===== src/rtl/conf_sched.sv =====
// rtl/conf_sched.sv - round-robin pulse scheduler with minimum output separation
// Queues per-channel pulse requests and releases them to a single merge point.
module conf_sched #(
  parameter int N_REQ      = 4,
  parameter int SEP_CYCLES = 3,
  parameter int CNT_W      = 3,
  parameter int SRC_W      = 2
) (
  input  logic             clk,
  input  logic             rst_n,
  input  logic [N_REQ-1:0] req,
  input  logic             enable,
  input  logic             clr_ovf,
  output logic             out_pulse,
  output logic [SRC_W-1:0] out_src,
  output logic             pending_any,
  output logic [N_REQ-1:0] overflow
);

  localparam int SEP_W = (SEP_CYCLES > 1) ? $clog2(SEP_CYCLES) : 1;
  localparam logic [CNT_W-1:0] CNT_MAX  = {CNT_W{1'b1}};
  localparam logic [SEP_W-1:0] SEP_LOAD = SEP_W'(SEP_CYCLES - 1);

  logic [N_REQ-1:0][CNT_W-1:0] r_cnt;
  logic [SEP_W-1:0]            r_sep;
  logic [SRC_W-1:0]            r_rr;
  logic                        r_pulse;
  logic [SRC_W-1:0]            r_src;
  logic                        r_pending;
  logic [N_REQ-1:0]            r_ovf;

  logic [N_REQ-1:0]            w_nz;
  logic                        w_found;
  logic [SRC_W-1:0]            w_win;
  logic [SRC_W-1:0]            w_idx;
  logic                        w_grant;
  logic [SRC_W-1:0]            w_rr_nxt;
  logic [N_REQ-1:0]            w_gnt_vec;
  logic [N_REQ-1:0][CNT_W-1:0] w_cnt_nxt;
  logic [N_REQ-1:0]            w_ovf_set;
  logic                        w_pend_nxt;

  always_comb begin
    w_nz = '0;
    for (int i = 0; i < N_REQ; i++) begin
      w_nz[i] = (r_cnt[i] != '0);
    end
  end

  // Search starts at the round-robin pointer and wraps modulo N_REQ, not 2**SRC_W.
  always_comb begin
    w_found = 1'b0;
    w_win   = '0;
    w_idx   = '0;
    for (int k = 0; k < N_REQ; k++) begin
      w_idx = SRC_W'((int'(r_rr) + k) % N_REQ);
      if (!w_found && w_nz[w_idx]) begin
        w_found = 1'b1;
        w_win   = w_idx;
      end
    end
  end

  assign w_grant  = enable && (r_sep == '0) && w_found;
  assign w_rr_nxt = (w_win == SRC_W'(N_REQ - 1)) ? '0 : w_win + SRC_W'(1);

  always_comb begin
    w_gnt_vec  = '0;
    w_cnt_nxt  = r_cnt;
    w_ovf_set  = '0;
    w_pend_nxt = 1'b0;
    for (int i = 0; i < N_REQ; i++) begin
      w_gnt_vec[i] = w_grant && (w_win == SRC_W'(i));
      if (req[i] && !w_gnt_vec[i]) begin
        if (r_cnt[i] == CNT_MAX) begin
          w_ovf_set[i] = 1'b1;
        end else begin
          w_cnt_nxt[i] = r_cnt[i] + CNT_W'(1);
        end
      end else if (!req[i] && w_gnt_vec[i]) begin
        w_cnt_nxt[i] = r_cnt[i] - CNT_W'(1);
      end
      w_pend_nxt = w_pend_nxt | (w_cnt_nxt[i] != '0);
    end
  end

  always_ff @(posedge clk or negedge rst_n) begin
    if (!rst_n) begin
      r_cnt     <= '0;
      r_sep     <= '0;
      r_rr      <= '0;
      r_pulse   <= 1'b0;
      r_src     <= '0;
      r_pending <= 1'b0;
      r_ovf     <= '0;
    end else begin
      r_cnt     <= w_cnt_nxt;
      r_pending <= w_pend_nxt;
      r_pulse   <= w_grant;
      // A new overflow event wins over a simultaneous clear.
      r_ovf     <= w_ovf_set | (clr_ovf ? '0 : r_ovf);
      if (r_sep != '0) begin
        r_sep <= r_sep - SEP_W'(1);
      end else if (w_grant) begin
        r_sep <= SEP_LOAD;
      end
      if (w_grant) begin
        r_src <= w_win;
        r_rr  <= w_rr_nxt;
      end
    end
  end

  assign out_pulse   = r_pulse;
  assign out_src     = r_src;
  assign pending_any = r_pending;
  assign overflow    = r_ovf;

endmodule


===== config.mk =====
export PLATFORM = sky130hd
export DESIGN_NAME = conf_sched
export DESIGN_NICKNAME = d
export VERILOG_FILES = /design/src/rtl/conf_sched.sv
export SDC_FILE = /design/constraint.sdc
export NUM_CORES = 1
export LEC_CHECK = 0
export ABC_AREA = 0
export CAP_MARGIN = 20
export CORE_UTILIZATION = 47
export DETAILED_ROUTE_END_ITERATION = 12
export GPL_ROUTABILITY_DRIVEN = 0
export PLACE_DENSITY = 0.67
export SKIP_CTS_REPAIR_TIMING = 1
export SLEW_MARGIN = 25
export SYNTH_ARGS = -nofsm -noshare
export SYNTH_HDL_FRONTEND = slang
export SYNTH_SLANG_ARGS = --single-unit
export TNS_END_PERCENT = 100

===== constraint.sdc =====
create_clock -name clk -period 5.57 [get_ports clk]
set_input_delay 1.114 -clock clk [delete_from_list [all_inputs] [get_ports clk]]
set_output_delay 1.114 -clock clk [all_outputs]
set_load 0.005 [all_outputs]

Word-level counts from Yosys, hierarchy flattened
Cells that the tools add are included.
Cells by class
  add/subtract/negate cells: 13
  magnitude comparators: 4
  equal/unequal tests: 7
  muxes and demuxes: 40
  bitwise logic cells: 4
  reductions and logical operators: 40
Operators with widths (count)
  3-bit two-way mux: 12
  3-bit nonzero test: 8
  1-bit logical AND: 17
  1-bit two-way mux: 16
  2-bit two-way mux: 7
  3-bit by 1-bit adder with 3-bit output, second input constant: 4
  3-bit == test, second input constant: 4
  2-bit by 3-bit less-than comparator with 1-bit output, second input constant: 4
  3-bit by 1-bit subtractor with 3-bit output, second input constant: 4
  1-bit logical NOT: 11
  1-bit binary-select mux with 2-bit select: 4
  2-bit by 1-bit adder with 2-bit output, second input constant: 2
  2-bit adder, second input constant: 2
  2-bit == test, second input constant: 2
  2-bit logical NOT: 2
  4-bit two-way mux: 1
  4-bit OR: 1
  2-bit nonzero test: 2
  1-bit OR: 3
  2-bit by 1-bit == test with 1-bit output, second input constant: 1
  2-bit by 1-bit subtractor with 2-bit output, second input constant: 1
Word-level totals
  flip-flop bits (word level): 24
  input bits: 8

Logic depth before layout (Yosys ltp)
  depth in word-level cells: 22
  depth in mapped cells: 15

Least setup slack after synthesis
No wires, ideal clock.
  path kind: register -> register
  start: register r_cnt[9] in the netlist's numbering
  end: register r_pending, in the netlist pending_any
  data arrival time: 3.299 ns
  data required time: 5.431 ns
  slack: 2.133 ns
  cell stages (with the launch flop): 15
  buffers on the path: 0
  clock period less this slack: 3.437 ns
  cells stage by stage: dfrtp_1 inv_1 ha_1 nor4bb_4 nand2_1 nand3_1 a21oi_1 inv_1 ha_1 nand3_1 a21oi_4 a21boi_1 a311o_1 or4_1 or4b_1
RTL lines
  start, declared: line 24  | logic [N_REQ-1:0][CNT_W-1:0] r_cnt;
  start signal, assigned: line 97  | r_cnt <= w_cnt_nxt;
  end signal, assigned: line 98  | r_pending <= w_pend_nxt;
  end, declared: line 29  | logic r_pending;

==> results.md <==
Worst setup path:
- Counting cells, the worst reg-to-reg path comes to 14.
- The flop-to-flop setup slack is about 1800 ps.
- For the worst setup path, the data required time is 5710 ps.
- The critical path is of the register to register type.
- In this run the worst path has a maximum fanout of 10.
- The startpoint class of the critical path is a register.
- The signal arrival time at the worst endpoint is 3890 ps.
- The type of element capturing the critical path is a register.
- The worst register-to-register path ends at pending_any$_DFF_PN0_.
- In this run the critical register-to-register path is launched from r_cnt[9]$_DFF_PN0_.

Detailed routing:
- The final layout contains routed wiring with a total length of 3.621 mm.
- Detailed routing inserted a total of ~1500 vias.
- The routed length per instance is between 10 and 15 um.
- The average via count per standard cell is between 5 and 6.
- Once detail routing completed, the nets flagged for antenna violations numbered 0.
- The DRC violation count after routing is 0.
- The number of iterations in the first detailed-routing pass is 4.
- After the first detailed-routing iteration, the DRC count stood at 73.

Floorplan:
- The floorplan die area is 4159 sq um.
- The area inside the core boundary is 3716 sq um.
- In this run the count of I/O pins placed on the die edge is 16.
- The height of the die is 64.49 um.
- The starting utilization of the core area is slightly below 50%.
- The die width is around 64 um.
- The placement row count is 22.

Synthesis:
- After technology mapping, the gate count stands at approximately 200.
- A synthesized cell averages 8.998 sq um.
- After synthesis the netlist holds a flip-flop and latch count of 24.
- Summing every instance area after synthesis gives 1836 sq um.
- The share of synthesized area occupied by flip-flops and latches is 32.72%.
- When the netlist entered floorplanning its net count stood at 230.
- The distinct cell type count after synthesis is 44.
- The count of yosys warnings during synthesis is 0.

STA:
- The slew at the pin closest to its max-slew limit is 747.3 ps.
- The largest clock skew in the final design is between 3 and 4 ps.
- The final critical-path required period is around 3700 ps.
- For this run, the top clock speed supported by timing is 0.2673 GHz.
- The max-slew violation count was 0.
- The worst pin sits at a relative slew slack of 49.85%.
- The final clock period utilization by the worst path is between 60% and 70%.
- Setup repair after global routing left no endpoint under its margin.
- The hold violation count in the final report is 0.
- Setup violations remaining at the end of the flow were counted as 0.
- The final setup TNS is 0 ps.

Worst hold path:
- The hold-critical path endpoint is out_src[1]$_DFFE_PN0P_.
- The class of the tightest hold or removal check is register to register.
- In this run the most critical hold path is launched from out_src[1]$_DFFE_PN0P_.
- The worst hold path depth is 2.

Clock network:
- The CTS tree is done.
- In this run the clock root is driven by a sky130_fd_sc_hd__clkbuf_8.
- The number of buffers added by the clock tree synthesis step is 3.
- For this design, the sink count on the clock tree is 24.
- Clock-pin slew was measured on the worst setup and hold paths at ~90 ps.
- The number of levels in the clock H-tree is 1.
- The worst-skew pair later-pin latency is ~270 ps.
- The clock passes through at most 2 buffers.

GRT:
- Global routing used ~20% of the available tracks across all layers.
- The via count of the first global-routing pass is 1470.
- The number of antenna violations at the first check in global routing is 0.
- The first global-routing pass estimated 6.396 mm of wire.
- Summed over all layers, the global routing overflow is 0.
- Entering global routing, the biggest net connects 25 pins.

Cells and area:
- For this run, the post-layout net count is roughly 240.
- The layout overhead on the synthesized area is 12.95%.
- The fraction of final layout cells with drive strength greater than 1 is roughly 6%.
- 0 antenna diodes ended up in the layout.

Pwr:
- The ratio of total power to cell area is roughly 500 nW/um^2.
- In this run the static leakage power is 0.0009394 uW.
- The total power is ~1000 uW.
- Across the VDD grid, the largest voltage drop is between 0.00015 and 0.0002 V.

Run status:
- The run finished with clean final reports.

Placement:
- In this run the tool buffered the top-level ports with 15 buffer cells.
- Summed over all nets, the half-perimeter wirelength after detailed placement is 2.745 mm.

Run:
- Across the run, the number of max-cap violations was 0.
==> cell usage in the layout, fill, tap and decap left out, types with 2 or more instances in the layout <==
cell type	instances
sky130_fd_sc_hd__mux2i_1	6
sky130_fd_sc_hd__a21oi_1	12
sky130_fd_sc_hd__o211ai_2	2
sky130_fd_sc_hd__nor3b_1	3
sky130_fd_sc_hd__inv_1	20
sky130_fd_sc_hd__clkdlybuf4s50_1	15
sky130_fd_sc_hd__dfrtp_1	24
sky130_fd_sc_hd__o31ai_1	2
sky130_fd_sc_hd__nor3_1	4
sky130_fd_sc_hd__nand4bb_4	2
sky130_fd_sc_hd__clkbuf_8	4
sky130_fd_sc_hd__ha_1	18
sky130_fd_sc_hd__nor4bb_4	2
sky130_fd_sc_hd__nand2_1	24
sky130_fd_sc_hd__nand3_1	11
sky130_fd_sc_hd__a211oi_1	2
sky130_fd_sc_hd__xnor2_1	6
sky130_fd_sc_hd__o21ai_0	15
sky130_fd_sc_hd__nor2_1	12
sky130_fd_sc_hd__nor2b_1	2
sky130_fd_sc_hd__o22ai_1	6
sky130_fd_sc_hd__or4_1	3
==> kinds of logic (layout without fill, tap and decap cells) <==
group                    Yosys count  count (layout)  share of synthesized area, %
AO/OA/AOI/OAI                     50              50                         18.47
XOR/XNOR                           6               6                         2.863
adder cells (fa/ha/maj)           18              18                         12.27
buffers and inverters             27              40                         5.998
flip-flops                        24              24                         32.72
multiplexers                       6               6                         3.272
AND/OR/NAND/NOR                   73              73                         24.40
==> cell usage after synthesis <==
| library cell | instances | area (sq um) |
|---|---|---|
| sky130_fd_sc_hd__nand4bb_4 | 2 | 55.05 |
| sky130_fd_sc_hd__xnor2_1 | 6 | 52.55 |
| sky130_fd_sc_hd__and4b_1 | 1 | 10.01 |
| sky130_fd_sc_hd__nand4b_1 | 1 | 8.760 |
| sky130_fd_sc_hd__buf_6 | 1 | 11.26 |
| sky130_fd_sc_hd__a21oi_1 | 12 | 60.06 |
| sky130_fd_sc_hd__a311oi_1 | 1 | 8.760 |
| sky130_fd_sc_hd__a211oi_1 | 2 | 15.01 |
| sky130_fd_sc_hd__nand3_1 | 11 | 55.05 |
| sky130_fd_sc_hd__a32oi_1 | 1 | 8.760 |
| sky130_fd_sc_hd__o31ai_1 | 2 | 15.01 |
| sky130_fd_sc_hd__a21oi_4 | 1 | 16.27 |
| sky130_fd_sc_hd__nor3b_1 | 3 | 22.52 |
| sky130_fd_sc_hd__or2b_1 | 1 | 7.510 |
| sky130_fd_sc_hd__o21bai_1 | 1 | 7.510 |
| sky130_fd_sc_hd__nor3_1 | 4 | 20.02 |
| sky130_fd_sc_hd__o2111a_1 | 1 | 11.26 |
| sky130_fd_sc_hd__o211ai_4 | 1 | 21.27 |
| sky130_fd_sc_hd__nand4_1 | 1 | 6.260 |
| sky130_fd_sc_hd__clkbuf_1 | 5 | 18.77 |
| sky130_fd_sc_hd__nand3b_1 | 1 | 7.510 |
| sky130_fd_sc_hd__nand2_1 | 24 | 90.09 |
| sky130_fd_sc_hd__buf_2 | 1 | 5.000 |
| sky130_fd_sc_hd__inv_1 | 20 | 75.07 |
| sky130_fd_sc_hd__nor2_1 | 12 | 45.04 |
| sky130_fd_sc_hd__or4_1 | 3 | 22.52 |
| sky130_fd_sc_hd__o211ai_2 | 2 | 25.02 |
| sky130_fd_sc_hd__or3_1 | 1 | 6.260 |
| sky130_fd_sc_hd__mux2i_1 | 6 | 60.06 |
| sky130_fd_sc_hd__o31a_1 | 1 | 8.760 |
| sky130_fd_sc_hd__a21boi_1 | 1 | 7.510 |
| sky130_fd_sc_hd__or4b_1 | 1 | 10.01 |
| sky130_fd_sc_hd__o21ai_1 | 1 | 5.000 |
| sky130_fd_sc_hd__ha_1 | 18 | 225.2 |
| sky130_fd_sc_hd__and3_1 | 1 | 6.260 |
| sky130_fd_sc_hd__a31oi_1 | 1 | 6.260 |
| sky130_fd_sc_hd__o22ai_1 | 6 | 37.54 |
| sky130_fd_sc_hd__nor2b_1 | 2 | 12.51 |
| sky130_fd_sc_hd__nor4bb_4 | 2 | 50.05 |
| sky130_fd_sc_hd__and2_1 | 1 | 6.260 |
| sky130_fd_sc_hd__a311o_1 | 1 | 10.01 |
| sky130_fd_sc_hd__dfrtp_1 | 24 | 600.6 |
| sky130_fd_sc_hd__o21ai_0 | 15 | 75.07 |
| sky130_fd_sc_hd__nand2b_1 | 1 | 6.260 |
==> area by class of cell <==
class,count,area (sq um)
inverters,20,75.07
repair buffers,16,157.7
fillers,342,1643
clock buffers,4,55.05
multi-input cells,153,1125
flip-flops and latches,24,600.6
well taps,48,60.06
==> flip-flops by register name, indices dropped and copies added, names as in the netlist <==
| register | count |
|---|---|
| out_pulse | 1 |
| out_src | 2 |
| overflow | 4 |
| pending_any | 1 |
| r_cnt | 12 |
| r_rr | 2 |
| r_sep | 2 |
==> worst max-delay path, stage by stage (launching register included) <==
cell and delay, ps:
sky130_fd_sc_hd__dfrtp_1 440, sky130_fd_sc_hd__inv_1 130, sky130_fd_sc_hd__ha_1 240, sky130_fd_sc_hd__nor4bb_4 420, sky130_fd_sc_hd__nand2_1 110, sky130_fd_sc_hd__nand3_1 100, sky130_fd_sc_hd__a21oi_1 80, sky130_fd_sc_hd__inv_1 110
sky130_fd_sc_hd__ha_1 140, sky130_fd_sc_hd__nand3_1 110, sky130_fd_sc_hd__a21oi_4 290, sky130_fd_sc_hd__a21boi_1 110, sky130_fd_sc_hd__a311o_1 330, sky130_fd_sc_hd__or4_1 470, sky130_fd_sc_hd__or4b_1 530
==> per-stage QoR <==
stage | hold slack [ps] | cell area [sq um] | std cells | utilization (%) | setup slack, ps
after floorplan | 473.3 | 1836 | 204 | - | 2133
after global placement | 475.8 | 2018 | 261 | 54.31 | 1898
after detailed placement | 481.9 | 2018 | 261 | 54.31 | 1821
after CTS | 501.6 | 2073 | 265 | 55.79 | 1819
after global routing | 539.5 | 2073 | 265 | 55.79 | 1546
final | 492.9 | 2073 | 265 | 55.79 | 1828
==> worst max-delay path by stage <==
stage	start	end	slack, ps	cells past startpoint
2_1_floorplan	r_cnt[9]$_DFF_PN0_	pending_any$_DFF_PN0_	2130	14
3_3_place_gp	enable	pending_any$_DFF_PN0_	1900	7
3_5_place_dp	enable	pending_any$_DFF_PN0_	1820	7
4_1_cts	r_cnt[9]$_DFF_PN0_	pending_any$_DFF_PN0_	1820	14
5_1_grt	r_cnt[9]$_DFF_PN0_	pending_any$_DFF_PN0_	1550	14
6_report	r_cnt[9]$_DFF_PN0_	pending_any$_DFF_PN0_	1830	14
==> metal layers <==
layer,track usage (%),wire length (um),share of wire (%),vias to the layer above
met2,32.24,1602,44,31
met1,25.17,1834,51,691
li1,-,-,-,746
met3,3.169,99,2.7,7
met5,0,0,0,-
met4,10.83,85,2.3,0
==> power by group <==
group,internal (uW),switching (uW)
clock network,63.3,57.9
registers,249,77.7
logic,267,305
total,580,441
No activity file was read; power rests on OpenSTA's default activity.
